===== config.mk =====
export PLATFORM = sky130hd
export DESIGN_NAME = decode_stage
export DESIGN_NICKNAME = d
export VERILOG_FILES = /design/src/rtl/decode_stage.sv
export SDC_FILE = /design/constraint.sdc
export NUM_CORES = 1
export LEC_CHECK = 0
export ABC_AREA = 1
export CAP_MARGIN = 0
export CORE_MARGIN = 2
export CORE_UTILIZATION = 60
export DETAILED_ROUTE_END_ITERATION = 10
export DONT_BUFFER_PORTS = 1
export PLACE_DENSITY = 0.74
export SYNTH_ARGS = -nofsm -noshare
export SYNTH_HDL_FRONTEND = slang
export SYNTH_SLANG_ARGS = --single-unit

===== constraint.sdc =====
create_clock -name clk -period 1.92 [get_ports clk]
set_input_delay 0.384 -clock clk [delete_from_list [all_inputs] [get_ports clk]]
set_output_delay 0.384 -clock clk [all_outputs]
set_load 0.05 [all_outputs]

===== src/rtl/decode_stage.sv =====
// RV32/RV64 decode pipeline stage: combinational decode captured into a
// 2-entry (main + skid) buffer with valid/ready on both sides and a flopped in_ready.
module decode_stage #(
    parameter int unsigned XLEN          = 32,
    parameter bit          ENABLE_M      = 1'b1,
    parameter bit          ENABLE_SYSTEM = 1'b1
) (
    input  logic            clk,
    input  logic            reset_n,
    input  logic            flush,
    input  logic            in_valid,
    output logic            in_ready,
    input  logic [31:0]     in_instr,
    input  logic [XLEN-1:0] in_pc,
    output logic            out_valid,
    input  logic            out_ready,
    output logic [XLEN-1:0] out_pc,
    output logic [31:0]     out_instr,
    output logic [6:0]      out_op,
    output logic [4:0]      out_rd,
    output logic [4:0]      out_rs1,
    output logic [4:0]      out_rs2,
    output logic [2:0]      out_funct3,
    output logic [6:0]      out_funct7,
    output logic [2:0]      out_alu_op,
    output logic [XLEN-1:0] out_imm,
    output logic [2:0]      out_instr_type,
    output logic            out_word,
    output logic            out_illegal
);

    localparam logic [2:0] T_U = 3'd1, T_J = 3'd2, T_B = 3'd3,
                           T_I = 3'd4, T_S = 3'd5, T_R = 3'd6;

    typedef struct packed {
        logic [XLEN-1:0] pc;
        logic [31:0]     instr;
        logic [6:0]      op;
        logic [4:0]      rd;
        logic [4:0]      rs1;
        logic [4:0]      rs2;
        logic [2:0]      funct3;
        logic [6:0]      funct7;
        logic [2:0]      alu_op;
        logic [XLEN-1:0] imm;
        logic [2:0]      itype;
        logic            word;
        logic            illegal;
    } entry_t;

    typedef enum logic [1:0] {ST_EMPTY, ST_FULL, ST_SKID} state_t;

    logic [6:0]      opc;
    logic [2:0]      f3;
    logic [6:0]      f7;
    logic            shift_ok;
    logic            funct7_ok;
    logic            legal;
    logic            accept;
    logic [XLEN-1:0] imm_i, imm_s, imm_b, imm_j, imm_u;
    entry_t          dec_entry;

    state_t          state_q;
    entry_t          main_q;
    entry_t          skid_q;
    logic            in_ready_q;
    logic            out_valid_q;

    assign opc = in_instr[6:0];
    assign f3  = in_instr[14:12];
    assign f7  = in_instr[31:25];

    // Shift immediates allow only the SRAI pattern in the bits above shamt.
    assign shift_ok = (XLEN == 32)
        ? ((f7 == 7'b0) || (f7 == 7'b0100000 && f3 == 3'b101))
        : ((in_instr[31:26] == 6'b0) || (in_instr[31:26] == 6'b010000 && f3 == 3'b101));

    assign funct7_ok = (f7 == 7'b0000000)
                    || (f7 == 7'b0100000 && (f3 == 3'b000 || f3 == 3'b101))
                    || (f7 == 7'b0000001 && ENABLE_M);

    // Fill with the sign bit, then overlay the 32-bit immediate pattern.
    always_comb begin
        imm_i = {XLEN{in_instr[31]}};
        imm_s = {XLEN{in_instr[31]}};
        imm_b = {XLEN{in_instr[31]}};
        imm_j = {XLEN{in_instr[31]}};
        imm_u = {XLEN{in_instr[31]}};
        imm_i[11:0] = in_instr[31:20];
        imm_s[11:0] = {in_instr[31:25], in_instr[11:7]};
        imm_b[12:0] = {in_instr[31], in_instr[7], in_instr[30:25], in_instr[11:8], 1'b0};
        imm_j[20:0] = {in_instr[31], in_instr[19:12], in_instr[20], in_instr[30:21], 1'b0};
        imm_u[31:0] = {in_instr[31:12], 12'h000};
    end

    always_comb begin
        dec_entry       = '0;
        dec_entry.pc    = in_pc;
        dec_entry.instr = in_instr;
        dec_entry.op    = opc;
        legal           = 1'b1;
        case (opc)
            7'b0110111, 7'b0010111: begin
                dec_entry.itype = T_U; dec_entry.rd = in_instr[11:7]; dec_entry.imm = imm_u;
            end
            7'b1101111: begin
                dec_entry.itype = T_J; dec_entry.rd = in_instr[11:7]; dec_entry.imm = imm_j;
            end
            7'b1100111: begin
                dec_entry.itype = T_I; dec_entry.rd = in_instr[11:7]; dec_entry.rs1 = in_instr[19:15];
                dec_entry.funct3 = f3; dec_entry.imm = imm_i;
                legal = (f3 == 3'b000);
            end
            7'b1100011: begin
                dec_entry.itype = T_B; dec_entry.rs1 = in_instr[19:15]; dec_entry.rs2 = in_instr[24:20];
                dec_entry.funct3 = f3; dec_entry.imm = imm_b;
                dec_entry.alu_op = (f3 == 3'b001) ? 3'b000 : f3;
                legal = (f3[2:1] != 2'b01);
            end
            7'b0000011: begin
                dec_entry.itype = T_I; dec_entry.rd = in_instr[11:7]; dec_entry.rs1 = in_instr[19:15];
                dec_entry.funct3 = f3; dec_entry.imm = imm_i;
                legal = (f3 != 3'b111) && !(XLEN == 32 && (f3 == 3'b011 || f3 == 3'b110));
            end
            7'b0100011: begin
                dec_entry.itype = T_S; dec_entry.rs1 = in_instr[19:15]; dec_entry.rs2 = in_instr[24:20];
                dec_entry.funct3 = f3; dec_entry.imm = imm_s;
                legal = !f3[2] && !(XLEN == 32 && f3 == 3'b011);
            end
            7'b0010011, 7'b0011011: begin
                dec_entry.itype = T_I; dec_entry.rd = in_instr[11:7]; dec_entry.rs1 = in_instr[19:15];
                dec_entry.funct3 = f3; dec_entry.alu_op = f3; dec_entry.imm = imm_i;
                if (opc == 7'b0011011) begin
                    dec_entry.word = 1'b1;
                    legal = (XLEN == 64);
                end else if (f3 == 3'b001 || f3 == 3'b101) begin
                    legal = shift_ok;
                end
            end
            7'b0110011, 7'b0111011: begin
                dec_entry.itype = T_R; dec_entry.rd = in_instr[11:7]; dec_entry.rs1 = in_instr[19:15];
                dec_entry.rs2 = in_instr[24:20]; dec_entry.funct3 = f3; dec_entry.funct7 = f7;
                dec_entry.alu_op = f3;
                dec_entry.word = (opc == 7'b0111011);
                legal = funct7_ok && (opc == 7'b0110011 || XLEN == 64);
            end
            7'b0001111, 7'b1110011: begin
                dec_entry.itype = T_I; dec_entry.rd = in_instr[11:7]; dec_entry.rs1 = in_instr[19:15];
                dec_entry.funct3 = f3; dec_entry.alu_op = f3; dec_entry.imm = imm_i;
                legal = ENABLE_SYSTEM;
            end
            default: legal = 1'b0;
        endcase
        if (!legal) begin
            dec_entry         = '0;
            dec_entry.pc      = in_pc;
            dec_entry.instr   = in_instr;
            dec_entry.op      = opc;
            dec_entry.illegal = 1'b1;
        end
    end

    assign accept = in_valid && in_ready_q;

    always_ff @(posedge clk or negedge reset_n) begin
        if (!reset_n) begin
            state_q     <= ST_EMPTY;
            main_q      <= '0;
            skid_q      <= '0;
            in_ready_q  <= 1'b1;
            out_valid_q <= 1'b0;
        end else if (flush) begin
            state_q     <= ST_EMPTY;
            in_ready_q  <= 1'b1;
            out_valid_q <= 1'b0;
        end else begin
            case (state_q)
                ST_EMPTY: if (accept) begin
                    main_q      <= dec_entry;
                    out_valid_q <= 1'b1;
                    state_q     <= ST_FULL;
                end
                ST_FULL: begin
                    if (accept && out_ready) begin
                        main_q <= dec_entry;
                    end else if (out_ready) begin
                        out_valid_q <= 1'b0;
                        state_q     <= ST_EMPTY;
                    end else if (accept) begin
                        skid_q     <= dec_entry;
                        in_ready_q <= 1'b0;
                        state_q    <= ST_SKID;
                    end
                end
                ST_SKID: if (out_ready) begin
                    main_q     <= skid_q;
                    in_ready_q <= 1'b1;
                    state_q    <= ST_FULL;
                end
                default: begin
                    state_q     <= ST_EMPTY;
                    in_ready_q  <= 1'b1;
                    out_valid_q <= 1'b0;
                end
            endcase
        end
    end

    assign in_ready       = in_ready_q;
    assign out_valid      = out_valid_q;
    assign out_pc         = main_q.pc;
    assign out_instr      = main_q.instr;
    assign out_op         = main_q.op;
    assign out_rd         = main_q.rd;
    assign out_rs1        = main_q.rs1;
    assign out_rs2        = main_q.rs2;
    assign out_funct3     = main_q.funct3;
    assign out_funct7     = main_q.funct7;
    assign out_alu_op     = main_q.alu_op;
    assign out_imm        = main_q.imm;
    assign out_instr_type = main_q.itype;
    assign out_word       = main_q.word;
    assign out_illegal    = main_q.illegal;

endmodule


Word level (Yosys, flattened, before mapping)
Cells that the tools add are included.
{"block": "classes", "n_eq_ne": 35, "n_mux": 37, "n_bitwise": 3, "reduce_logical": 34}
{"op": "$mux W136", "count": 3}
{"op": "$pmux W136 S3", "count": 1}
{"op": "$pmux W32 S5", "count": 1}
{"op": "$mux W65", "count": 1}
{"op": "$eq A7 B6 Y1 const B", "count": 5}
{"op": "$eq A7 B7 Y1 const B", "count": 4}
{"op": "$eq A7 B5 Y1 const B", "count": 3}
{"op": "$ne A3 B3 Y1 const B", "count": 7}
{"op": "$pmux W3 S6", "count": 1}
{"op": "$mux W5", "count": 3}
{"op": "$reduce_and A5 Y1", "count": 3}
{"op": "$mux W1", "count": 12}
{"op": "$mux W2", "count": 6}
{"op": "$reduce_or A6 Y1", "count": 2}
{"op": "$reduce_or A11 Y1", "count": 1}
{"op": "$ne A2 B2 Y1 const B", "count": 5}
{"op": "$reduce_or A10 Y1", "count": 1}
{"op": "$reduce_and A4 Y1", "count": 2}
{"op": "$eq A7 B1 Y1 const B", "count": 1}
{"op": "$eq A7 B2 Y1 const B", "count": 1}
{"op": "$eq A7 B4 Y1 const B", "count": 1}
{"op": "$logic_and A1 B1 Y1", "count": 7}
{"op": "$logic_not A7 Y1", "count": 1}
{"op": "$mux W7", "count": 1}
{"op": "22 further kinds", "count": 36}
{"block": "totals", "ff_bits": 276, "in_bits": 69}

Longest topological paths before layout
Gate-level depths: netlist of run 1.
{"block": "depth", "depth_word": 10, "mapped_depth": 16, "mapped_depth_nobuf": 14}

Worst setup path before layout of run 1
OpenSTA, ideal clock, no wires.
{"block": "synth_timing", "path_type": "register -> register", "from": "reg in_ready_q, in the netlist in_ready", "to": "reg main_q, in the netlist out_pc[10]", "arrival_time_ns": 1.687, "t_required_ns": 1.790, "setup_slack_ns": 0.103, "path_stages_with_launch": 10, "period_less_slack_ns": 1.817, "cell_sequence": "dfstp_2 -> nand2_1 -> inv_1 -> nand2_1 -> a21oi_1 -> nand2_2 -> buf_2 -> clkbuf_1 -> nand2_1 -> o21ai_0"}
{"block": "synth_between", "elab_chain_len": 4, "elab_cells_between_ends": 5, "classes_between": "eq/ne: 2; reduce/logical: 3"}
{"item": "from (decl)", "line": "66", "text": "logic in_ready_q;"}
{"item": "from (signal assigned)", "line": "170", "text": "in_ready_q <= 1'b1;"}
{"item": "from (signal assigned)", "line": "174", "text": "in_ready_q <= 1'b1;"}
{"item": "from (signal assigned)", "line": "191", "text": "in_ready_q <= 1'b0;"}
{"item": "$logic_and A1 B1 Y1 (*)", "line": "163", "text": "assign accept = in_valid && in_ready_q;"}
{"item": "$logic_and A1 B1 Y1", "line": "184", "text": "if (accept && out_ready) begin"}
{"item": "$ne A2 B2 Y1 (no source line)"}
{"item": "$reduce_and A5 Y1 (no source line) (*)"}
{"item": "to (signal assigned)", "line": "179", "text": "main_q <= dec_entry;"}
{"item": "to (signal assigned)", "line": "185", "text": "main_q <= dec_entry;"}
{"item": "to (signal assigned)", "line": "196", "text": "main_q <= skid_q;"}
{"item": "to (decl)", "line": "64", "text": "entry_t main_q;"}
Mark *: on every way between the ends. The rest lies on a longest branch, timed or not.
A chain may end at the register's enable or synchronous reset.

Final worst setup path of run 1
{"block": "layout_timing", "from": "reg state_q[1]", "to": "reg main_q, in the netlist out_alu_op[2]"}
{"block": "layout_between", "elab_chain_len": 3, "elab_cells_between_ends": 9, "classes_between": "eq/ne: 5; mux: 1; reduce/logical: 3"}
{"item": "from (decl)", "line": "63", "text": "state_t state_q;"}
{"item": "from (signal assigned)", "line": "167", "text": "state_q <= ST_EMPTY;"}
{"item": "from (signal assigned)", "line": "173", "text": "state_q <= ST_EMPTY;"}
{"item": "from (signal assigned)", "line": "181", "text": "state_q <= ST_FULL;"}
{"item": "$eq A2 B1 Y1, or another cell as far along", "line": "177", "text": "case (state_q)"}
{"item": "$ne A2 B2 Y1 (no source line) / $reduce_bool A3 Y1 (equally long branches)"}
{"item": "$reduce_and A5 Y1 (no source line)"}
Several ways; a longest one is shown, not always the timed one.

==> metrics.md, run 1 <==
| Metric | Value |
|---|---|
| Critical Path Max Stage Delay | roughly 0.34 ns |
| Setup WS pre-CTS | -0.1378 ns |
| Critical-path cell list | inv_1 > buf_4 > nor2_4 > clkinv_2 > a21o_1 > nand2_8 > inv_1 > buf_12 > or2_2 > a21boi_0 |
| Top cell type by total area after synthesis | dfrtp_1 |
| Largest net degree at the start of global routing | between 200 and 300 |
| Post-synthesis cell count | approximately 1,600 |
| Clock Latency Late Sink | 0.53 ns |
| Syn_area_per_cell | around 8 sq um |
| Vias in the first global route | 10,020 |
| CTS clk-pin slew, worst paths | ~0.06 ns |
| Worst setup EP type | register |
| Worst-path fanout max | 16 |
| Max_slew headroom | between 50% and 60% |
| Core Area | 20,300 sq um |
| First-pass GRT wire length | 53.21 mm |
| Max-cap violation count | 0 |
| Vias | roughly 10,000 |
| Setup WS post-layout | slightly above 0.09 ns |
| Die width | between 100 and 150 um |
| Sequential area share after synthesis | ~53% |
| Fillers | between 1,500 and 2,000 |
| Flops & latches, synth | between 200 and 300 |
| Syn. warnings | 0 |
| # rows | 52 |
| Die area | approximately 22,000 sq um |
| Yosys top cell area share | ~52% |
| Initial Util | roughly 61% |
| Antenna-violating nets left | 0 |
| CTS tree | yes |
| Crit share post-route | a little over nine tenths |
| Initial DRC count | around 940 |
| Flop-to-flop setup slack | between 0.09 and 0.1 ns |
| First drt pass iteration count | 6 |
| Root buf cell | clkbuf_16 |
| Most common cell in the netlist | nand2_1 |
| Worst IR Drop VDD | 1.096 mV |
| Failing checks | negative hold slack |
| Cell Pwr Density | around 1300 nW/um^2 |
| CTS Buffer Depth | 3 |
| Hpwl dp | just over 20 mm |
| Reg2Reg Depth | 10 |
| Initial antenna violation count | 2 |
| Fin Hold WS | -0.4471 ns |
| RSZ-0062 raised after global routing | true |
| Hold Vio Cnt, Final | 262 |
| Status | finished, violations left |
| Worst setup SP type | register |
| Remaining global-route overflow | 0 |
| Netlist cell types | 34 |
| Final min period | 1.827 ns |
| PortBufs | 0 |
| Leak | about 7.5 nW |
| Cts hold-fix bufs | 59 |
| CTS Sinks | between 200 and 300 |
| Area grow syn2layout | 15.33% |
| TNS Setup | 0 ns |
| Final Net Count | ~1,700 |
| Setup violators final | 0 |
| FF-to-FF Start | state_q[1] |
| Die H | ~150 um |
| Critical Path AT | between 2 and 2.5 ns |
| Routed vias/inst | 5.417 |
| Worst Clk Skew | 0.01287 ns |
| Final Max Slew Viols | 0 |
| Syn Nets | 1,669 |
| RR Endpoint | out_alu_op[2] |
| Post-synth ARST share | 100.0% |
| GRT Total Usage | 30.26% |
| Critical path type | reg -> reg |
| Largest cells by area after synthesis | dfrtp_1 (52%), nand2_1 (18%), o21ai_0 (9.2%) |
| Required @ worst endpoint | between 2 and 2.5 ns |
| CP dominant cell by count | inv_1 |
| Final WL | ~33 mm |
| Post-Syn Area | ~12,000 sq um |
| FMAX | approximately 550 MHz |
| H-tree depth reported by CTS | 1 |
| Post-synth EDFFs | 0 |
| CP max-delay cell | dfrtp_1 |
| Top Ports | about 210 |
| Layout cells sized above 1 | about a tenth |
| TritonCTS Buffers | 27 |
| Ys flop type | dfrtp_1 |
| Top post-synthesis cells by count | nand2_1 (604), dfrtp_1 (261), o21ai_0 (230) |
| Worst Max-Slew Pin Slew | about 0.66 ns |
| DRC violation count after routing | 0 |
| Gpl congestion | 0.9362 |
| Hold Crit Class | in -> async |
| Post-CTS Setup Bufs | 0 |
| Wire per inst | ~17 um |
## routing by layer
layer,vias to the layer above,GRT usage [%],routed length (um)
met5,-,0,0
met4,0,9.286,879
met3,65,7.761,2953
met2,374,46.81,15000
met1,4917,42.52,13830
li1,5093,-,-
## worst max-delay path, delay by kind of cell (launching register included)
| kind | cells | cell delay, ns |
|---|---|---|
| flip-flops | 1 | 0.34 |
| buffers and inverters | 5 | 0.52 |
| AO/OA/AOI/OAI | 2 | 0.36 |
| AND/OR/NAND/NOR | 3 | 0.48 |
## cells in the final DEF (no fill, tap or decap), types with 15 or more instances in the layout
cell	count
nand3_1	31
dfrtp_1	261
o21ai_1	41
buf_12	15
dlygate4sd3_1	59
inv_1	104
o21ai_0	229
nand2_1	603
nor2_1	134
buf_4	38
nand3_2	29
clkbuf_16	27
## registers in the layout, summed over array words and instances (netlist names), 2 cells and up
register,cells
state_q,2
out_rs2,5
out_alu_op,3
skid_q,129
out_instr_type,3
out_funct3,3
out_instr,32
out_funct7,7
out_rd,5
out_pc,32
out_imm,32
out_rs1,5
## final cells by class
class | count | area [sq um] | area share [%]
Inverter | 116 | 442.9 | 3.080
Sequential cell | 262 | 6558 | 45.60
Antenna cell | 1 | 2.502 | 0.01740
Timing Repair Buffer | 114 | 1202 | 8.361
Clock buffer | 37 | 763.2 | 5.307
Clock inverter | 9 | 102.6 | 0.7134
Tap cell | 270 | 337.8 | 2.349
Multi-Input combinational cell | 1120 | 4972 | 34.57
## metrics by stage
step                      utilization [%]  cells  cell area [sq um]  power, W
final                               70.85   1929              14380   0.01798
after global routing                70.83   1928              14380   0.01887
after CTS                           70.67   1928              14350   0.01803
after detailed placement            63.44   1823              12880   0.01275
after global placement              63.44   1823              12880   0.01260
after floorplan                         -   1600              12470   0.01193
## where the power goes
group	total (W)	internal, W	switching, W
combinational	0.00311	0.00106	0.00205
sequential	0.00972	0.00684	0.00289
clock	0.00514	0.00303	0.00212
## worst max path at each step
| stage | startpoint | endpoint | slack [ns] | cells after the start |
|---|---|---|---|---|
| after detailed placement | state_q[0] | skid_q[4] | -0.14 | 7 |
| after CTS | in_ready | out_instr[31] | 0.07 | 10 |
| final | state_q[1] | out_alu_op[2] | 0.09 | 10 |
| after floorplan | in_ready | out_pc[10] | 0.10 | 9 |
| after global routing | state_q[1] | out_instr[31] | -0.02 | 11 |
| after global placement | state_q[0] | skid_q[2] | -0.05 | 7 |
## kinds of logic after synthesis
| family | Yosys count | synth area share, % |
|---|---|---|
| buf+inv | 218 | 7.837 |
| simple gates | 834 | 27.98 |
| flops | 262 | 52.59 |
| compound gates | 286 | 11.60 |
## what timing repair did
| item | 4_1_cts | 5_1_grt |
|---|---|---|
| endpoints found under the setup margin | 74 | 147 |
| endpoints found under the hold margin | 336 | 262 |
| pin swaps | 0 | 4 |
| resized for setup | 3 | 13 |
Power figures use the tool's default switching activity.
==> inputs of run 2 (changes only) <==
CAP_MARGIN = 20   (was 0)
CTS_CLUSTER_SIZE = 28   (was not set)
PLACE_DENSITY = 0.76   (was 0.74)
==> run 2 against run 1 <==
The run still ends with negative hold slack left. Flip-flop and latch count did not move. Worst setup slack improved by 0.025 ns. Sequential power rose by 0.5%. Design area barely moved. Wire length rose by 0.94%. Utilization barely moved. Critical path type unchanged. Largest cell class unchanged.
==> metrics.md, run 2 (synthesized netlist as in run 1, its figures left out) <==
| Metric | Value |
|---|---|
| Hold Crit Class | in -> async |
| Gpl congestion | ~0.94 |
| Cts hold-fix bufs | 63 |
| Root buf cell | clkbuf_16 |
| Hpwl dp | ~20 mm |
| Wire per inst | around 17 um |
| Die width | ~150 um |
| DRC violation count after routing | 0 |
| RSZ-0062 raised after global routing | false |
| Max-cap violation count | 0 |
| Clock Latency Late Sink | around 0.54 ns |
| Most frequent cells in the layout | nand2_1 (604), dfrtp_1 (261), o21ai_0 (230), nor2_1 (135), inv_1 (104) |
| Cell Pwr Density | around 1300 nW/um^2 |
| Required @ worst endpoint | 2.32 ns |
| Final Net Count | ~1,700 |
| Cell-internal power | 0.01090 W |
| Clk network pwr share | 28.6% |
| GRT Total Usage | between 30% and 40% |
| Die H | between 100 and 150 um |
| Worst-path fanout max | 39 |
| Critical-path cell list | nand2_1 > inv_1 > nand2_1 > a21oi_2 > buf_4 > nand2_8 > buf_12 > buf_12 > nand2_1 > o21ai_0 |
| Worst Clk Skew | 0.01140 ns |
| CTS Buffer Depth | 3 |
| Initial antenna violation count | 0 |
| Leak | around 7.5 nW |
| Final min period | ~1.8 ns |
| Switching pwr | just over 0.007 W |
| Vias in the first global route | 10,080 |
| Sw Ratio | between 30% and 40% |
| Largest net degree at the start of global routing | between 200 and 300 |
| Worst setup SP type | register |
| CTS tree | yes |
| Final WL | 32.97 mm |
| Area grow syn2layout | 15.30% |
| Most common cell after layout, fill and taps aside | nand2_1 |
| First drt pass iteration count | 7 |
| FMAX | approximately 560 MHz |
| Max_slew headroom | between 60% and 70% |
| Hold Vio Cnt, Final | ~260 |
| Final Max Slew Viols | 0 |
| Worst setup EP type | register |
| Area occupied by multi-input gates | just under 5000 sq um |
| Worst Max-Slew Pin Slew | between 0.5 and 0.6 ns |
| CTS clk-pin slew, worst paths | around 0.060 ns |
| PortBufs | 0 |
| Crit share post-route | a little over nine tenths |
| Setup violators final | 0 |
| Fillers | about 1,600 |
| Pwr Total | ~0.018 W |
| Max reg flops | 129 |
| Remaining global-route overflow | 0 |
| H-tree depth reported by CTS | 1 |
| Antenna-violating nets left | 0 |
| Fin cells | approximately 1,900 |
| Reg with most FFs | skid_q |
| Critical Path Max Stage Delay | between 0.5 and 0.6 ns |
| Critical path type | reg -> reg |
| CP bufs+invs | 4 |
| Seq. cell area | approximately 6600 sq um |
| Routed vias/inst | about 5.4 |
| Placed cell count | 1,815 |
| Initial DRC count | 964 |
| Critical Path AT | between 2 and 2.5 ns |
| Layout cells sized above 1 | just under 10% |
| Fin Hold WS | -0.4588 ns |
| Layout Utilization | about 71% |
| CTS Sinks | 262 |
| Flop-to-flop setup slack | about 0.12 ns |
| Sequential Power Share | a little over half |
| CP top delay family | buffers and inverters |
| TritonCTS Buffers | 27 |
| Die area | 21,950 sq um |
| Failing checks | negative hold slack |
| # rows | 52 |
| Status | finished, violations left |
| Initial Util | 61.43% |
| Top Ports | between 200 and 250 |
| Core Area | 20,300 sq um |
| TNS Setup | 0 ns |
| Combinational Power Share | 17.1% |
| Vias | around 10,000 |
| Worst IR Drop VDD | between 1 and 1.5 mV |
| CP max-delay cell | dfstp_2 |
| CP dominant cell by count | nand2_1 |
| First-pass GRT wire length | around 53 mm |
run 2: cell count changes in the layout (fill, tap and decap cells not counted), sizes merged:
cell         delta
buf             -6
inv             +2
dlygate4sd3     +4
clkbuf          +7
bufinv          -1
clkinvlp        -3
clkinv          -1
run 2: path summary, 6_finish.rpt:
| path | cells past startpoint | endpoint | start |
|---|---|---|---|
| min in group clk | 2 | skid_q[57] | in_instr[17] |
| min reg2reg | 2 | skid_q[42] | skid_q[42] |
| max reg2reg | 10 | out_instr[30] | in_ready |
| max in group asynchronous | 0 | skid_q[36] | reset_n |
| max | 10 | out_instr[30] | in_ready |
| min | 0 | out_pc[7] | reset_n |
run 2: worst register-to-register path: cells and delay by family (launching register included):
family | cells | cell delay, ns
AOI/OAI and AO/OA | 2 | 0.24
buffers and inverters | 4 | 0.59
DFF | 1 | 0.53
and+or+nand+nor | 4 | 0.31
run 2: final cells by class:
type,count,share of cell area (%)
inverter,116,3.072
antenna,1,0.01740
timing repair buffer,112,8.337
tap,270,2.350
sequential,262,45.61
clock buffer,44,5.631
clock inverter,6,0.4351
multi-input combinational,1120,34.55
run 2: power groups by stage:
stage               Clock, W  Sequential (W)  Combinational, W
finish               0.00516         0.00977           0.00308
global route         0.00542         0.00988           0.00352
CTS                  0.00520         0.00976           0.00307
detailed placement         0         0.00985           0.00290
global placement           0         0.00980           0.00279
floorplan                  0         0.00981           0.00212
run 2: routing by layer:
layer / up-vias / global-route usage [%] / share of wire [%]
met5: - / 0 / 0
met2: 388 / 47.73 / 46
met3: 67 / 6.043 / 8.7
met4: 0 / 8.762 / 3.0
li1: 5081 / - / -
met1: 4957 / 42.99 / 43
run 2: what timing repair did:
action	4_1_cts	5_1_grt
endpoints found under the setup margin	0	23
gates resized for setup	0	2
endpoints found under the hold margin	337	262
setup buffers	0	2
run 2: metrics by stage:
step | worst slack [ns] | cell area (sq um)
floorplan | 0.1030 | 12470
global placement | 0.06752 | 12850
detailed placement | 0.01275 | 12850
CTS | 0.08794 | 14360
global route | 0.01312 | 14380
finish | 0.1185 | 14380
==> inputs of run 3 (changes only) <==
SKIP_LAST_GASP = 1   (was not set)
==> results of run 3 <==
No change in the layout: final DEF, timing and power equal those of run 2.
